[src/rtl/sadd_host_pkg.sv]
// Shared definitions for the bit-serial adder host: FSM state encoding.
package sadd_host_pkg;

    typedef enum logic [1:0] {
        IDLE  = 2'd0,
        SHIFT = 2'd1,
        DONE  = 2'd2
    } state_t;

endpackage

[src/rtl/sadd_host_piso_shreg.sv]
// Parallel-in/serial-out shift register: load W bits, shift right with zero
// fill, serial output is the current LSB.
module piso_shreg #(
    parameter int W = 4
) (
    input  logic         clk,
    input  logic         rst_b,
    input  logic         load,
    input  logic         shift,
    input  logic [W-1:0] din,
    output logic         sout
);

    logic [W-1:0] q_reg;

    always_ff @(posedge clk or negedge rst_b) begin
        if (!rst_b) begin
            q_reg <= '0;
        end else if (load) begin
            q_reg <= din;
        end else if (shift) begin
            q_reg <= q_reg >> 1;
        end
    end

    assign sout = q_reg[0];

endmodule

[src/rtl/sadd_host.sv]
// Host for the serial adder: takes parallel operands, streams them LSB-first
// for W+1 cycles and collects the returned z bits into a W+1 bit sum.
module sadd_host
    import sadd_host_pkg::*;
#(
    parameter int W = 4
) (
    input  logic         clk,
    input  logic         rst_b,
    input  logic         in_valid,
    output logic         in_ready,
    input  logic [W-1:0] a,
    input  logic [W-1:0] b,
    output logic         x,
    output logic         y,
    input  logic         z,
    output logic [W:0]   sum,
    output logic         out_valid,
    input  logic         out_ready
);

    localparam int CW = (W + 1 > 1) ? $clog2(W + 1) : 1;
    localparam logic [CW-1:0] LAST = CW'(W);

    state_t          state_reg, state_next;
    logic [CW-1:0]   cnt_reg;
    logic [W:0]      sum_reg;
    logic            load, shift;
    logic [1:0][W-1:0] op_din;
    logic [1:0]      op_sout;

    always_comb begin
        state_next = state_reg;
        load       = 1'b0;
        shift      = 1'b0;
        case (state_reg)
            IDLE: begin
                if (in_valid) begin
                    load       = 1'b1;
                    state_next = SHIFT;
                end
            end
            SHIFT: begin
                shift = 1'b1;
                if (cnt_reg == LAST) begin
                    state_next = DONE;
                end
            end
            DONE: begin
                if (out_ready) begin
                    state_next = IDLE;
                end
            end
            default: state_next = IDLE;
        endcase
    end

    // z is sampled on the same edge that advances the adder carry, so the
    // collector and the adder stay in lockstep across the frame.
    always_ff @(posedge clk or negedge rst_b) begin
        if (!rst_b) begin
            state_reg <= IDLE;
            cnt_reg   <= '0;
            sum_reg   <= '0;
        end else begin
            state_reg <= state_next;
            if (load) begin
                cnt_reg <= '0;
                sum_reg <= '0;
            end else if (shift) begin
                cnt_reg <= cnt_reg + 1'b1;
                sum_reg <= {z, sum_reg[W:1]};
            end
        end
    end

    assign op_din[0] = a;
    assign op_din[1] = b;

    // The W-bit operand registers drain to zero after W shifts, so the extra
    // frame cycle and all of DONE/IDLE drive x=y=0.
    for (genvar gi = 0; gi < 2; gi++) begin : g_op
        piso_shreg #(.W(W)) u_shreg (
            .clk   (clk),
            .rst_b (rst_b),
            .load  (load),
            .shift (shift),
            .din   (op_din[gi]),
            .sout  (op_sout[gi])
        );
    end

    assign x         = op_sout[0];
    assign y         = op_sout[1];
    assign sum       = sum_reg;
    assign in_ready  = (state_reg == IDLE);
    assign out_valid = (state_reg == DONE);

endmodule

[config.mk]
export PLATFORM = sky130hd
export DESIGN_NAME = sadd_host
export DESIGN_NICKNAME = d
export VERILOG_FILES = /design/src/rtl/sadd_host_pkg.sv /design/src/rtl/sadd_host_piso_shreg.sv /design/src/rtl/sadd_host.sv
export SDC_FILE = /design/constraint.sdc
export NUM_CORES = 1
export LEC_CHECK = 0
export ABC_AREA = 1
export CORE_MARGIN = 2
export CORE_UTILIZATION = 45
export CTS_CLUSTER_DIAMETER = 120
export DETAILED_ROUTE_END_ITERATION = 6
export DONT_BUFFER_PORTS = 1
export PLACE_DENSITY_LB_ADDON = 0.25
export SYNTH_ARGS = -nofsm -noshare
export SYNTH_HDL_FRONTEND = slang
export SYNTH_SLANG_ARGS = --single-unit
[constraint.sdc]
create_clock -name clk -period 1.4 [get_ports clk]
set_input_delay 0.14 -clock clk [delete_from_list [all_inputs] [get_ports clk]]
set_output_delay 0.14 -clock clk [all_outputs]
set_load 0.1 [all_outputs]
==> metrics.md <==
| Metric | Value |
|---|---|
| Met1 Use GR | 0.204 |
| Grt peak-use layer | met2 |
| Share of layout cells above drive strength 1 | 0.159 |
| Hold Crit Start | a[2] |
| Core Footprint | 1730 sq um |
| Detail Placement HPWL | between 1 and 1.5 mm |
| Fillers | between 150 and 200 |
| Placer Congestion | 0.695 |
| Num Clock Sinks | 18 |
| Die Wd | approximately 47 um |
| Die area | 2180 sq um |
| Most common cell after layout, fill and taps aside | nand2_1 |
| Register area share after synthesis | 0.548 |
| Area growth syn-to-layout | 24.2% |
| Inserted Clock Buffers | 3 |
| Antenna cells | 0 |
| Worst EP arrival | between 1000 and 1500 ps |
| Drt pass-1 iters | 4 |
| Slew @ Worst Pin | 795 ps |
| Crit start category | register |
| FF-to-FF End | g_op[1].u_shreg.q_reg[1] |
| Syn_nets | roughly 110 |
| Final Hold Vio Count | 0 |
| Hold Path End | g_op[0].u_shreg.q_reg[2] |
| Tot GR Track Use | 0.152 |
| Routed vias | 656 |
| Ports | 22 |
| H-tree depth | 1 |
| Port bufs | 0 |
| Syn Inst Count | 96 |
| Worst-skew pair later-pin latency | 290 ps |
| Global-route wire length before repair | ~2.3 mm |
| Largest net degree at the start of global routing | 19 |
| Avg Cell Area, Syn | 8.56 sq um |
| Die height | ~47 um |
| Footprint of the multi-input gates | ~310 sq um |
| Reg clk slew, reported paths | 100 ps |
| Register Area | ~450 sq um |
| Hold path depth | 2 |
| Status | finished, final reports clean |
| Routed Antenna Nets | 0 |
| Period utilization | 0.944 |
| Nets@finish | 129 |
| GR Layer Usage met3 | 0.0346 |
| Worst-path fanout max | 4 |
| Tmin final | 1320 ps |
| Grt total ovfl | 0 |
| Slew Limit Fails | 0 |
| WL/cell | ~11 um |
| Post-synth cell types | 12 |
| Initial Util | 0.476 |
| Worst r2r path cells | 3 |
| Max-slew headroom | 0.468 |
| Hold WC Path Type | in -> reg |
| Post-synth top area share | 0.548 |
| Unrepaired setup endpoints after global routing | false |
| Synthesized area | 822 sq um |
| Starting DRT DRC Count | 13 |
| CTS tree | yes |
| Final setup TNS | 0 ps |
| Clk buf depth | 2 |
| GR met2 Demand/Resource | 0.231 |
| Max reg flops | 8 |
| Synth area leader | dfrtp_1 |
| Max-cap violations | 0 |
| Via density | around 4.8 |
| Commonest cells after routing, fill and taps aside | nand2_1, dfrtp_1, nand3_1 |
| Root Driver | clkbuf_4 |
| FF+latch count, synth | 18 |
| Reg-to-reg startpoint | state_reg[0] |
| Initial antenna violation count | 0 |
| Leading post-synthesis cells by cell area | dfrtp_1, nand2_1, nand3_1 |
| Critical path class | reg -> out |
| Routed WL | 1.52 mm |
| Vias in the first global route | 535 |
| Skew final | 1.79 ps |
| # DRC | 0 |
| R2R Setup Slk | around 270 ps |
| Number of synthesis warnings | 0 |
| CP required | between 1000 and 1500 ps |
| Site Rows | 15 |
| Crit. End Element | primary output |
| Maximum clock rate | about 0.76 GHz |
| Final setup vio count | 0 |
worst max path at each step:
stage,startpoint,to,slack [ps]
global route,state_reg[0],out_valid,20
CTS,state_reg[0],out_valid,70
floorplan,state_reg[0],g_op[0].u_shreg.q_reg[0],40
global placement,state_reg[0],in_ready,320
finish,state_reg[0],out_valid,80
detailed placement,state_reg[0],g_op[1].u_shreg.q_reg[1],280
logic make-up (layout without fill, tap and decap cells):
group           Yosys count  in the layout  share of synthesized area
buf+inv                  11             28                     0.0776
compound gates            3              3                     0.0335
flops                    18             18                      0.548
simple gates             62             62                      0.311
fa+ha+maj                 2              2                     0.0304
cells in the mapped netlist (all sizes together):
cell and number:
dfrtp 18, nand2 47, nor2 1, buf 3
nand3 14, ha 2, inv 8, o21ai 2
o22ai 1
worst max-delay path, cell delays in order (launching register included):
cell     delay (ps)
dfrtp_1         480
inv_1            80
nand2_1          60
inv_1            90
buf_12          180
per-stage QoR:
| stage | setup slack, ps | hold slack, ps | utilization | instances | area (sq um) |
|---|---|---|---|---|---|
| 2_1_floorplan | 41.6 | -156 | - | 96 | 827 |
| 3_3_place_gp | 321 | -155 | 0.531 | 127 | 917 |
| 3_5_place_dp | 283 | -155 | 0.531 | 127 | 917 |
| 4_1_cts | 67.5 | 1.85 | 0.591 | 138 | 1020 |
| 5_1_grt | 15.3 | 3.43 | 0.591 | 138 | 1020 |
| 6_report | 77.9 | 8.04 | 0.591 | 138 | 1020 |
final cells by class:
class	instances	share of cell area
sequential	18	0.441
timing repair buffer	16	0.157
multi-input combinational	67	0.306
clock buffer	4	0.0355
tap	25	0.0306
inverter	8	0.0294
timing repair:
action	4_1_cts	5_1_grt
gates resized for setup	0	0
hold buffers	6	0
buffers inserted	1	0
endpoints found under the hold margin	23	0
endpoints found under the setup margin	1	0
metal layers:
metal  up-vias  part of all wire  routed length (um)
met5         -                 0                   0
met4         0            0.0059                   9
met3         2             0.065                  98
met2        18              0.46                 704
met1       302              0.46                 703
li1        334                 -                   -
Power is left out: the tool's default activity adds up to more than one toggle a clock period on the data nets, which glitch-free logic cannot reach.
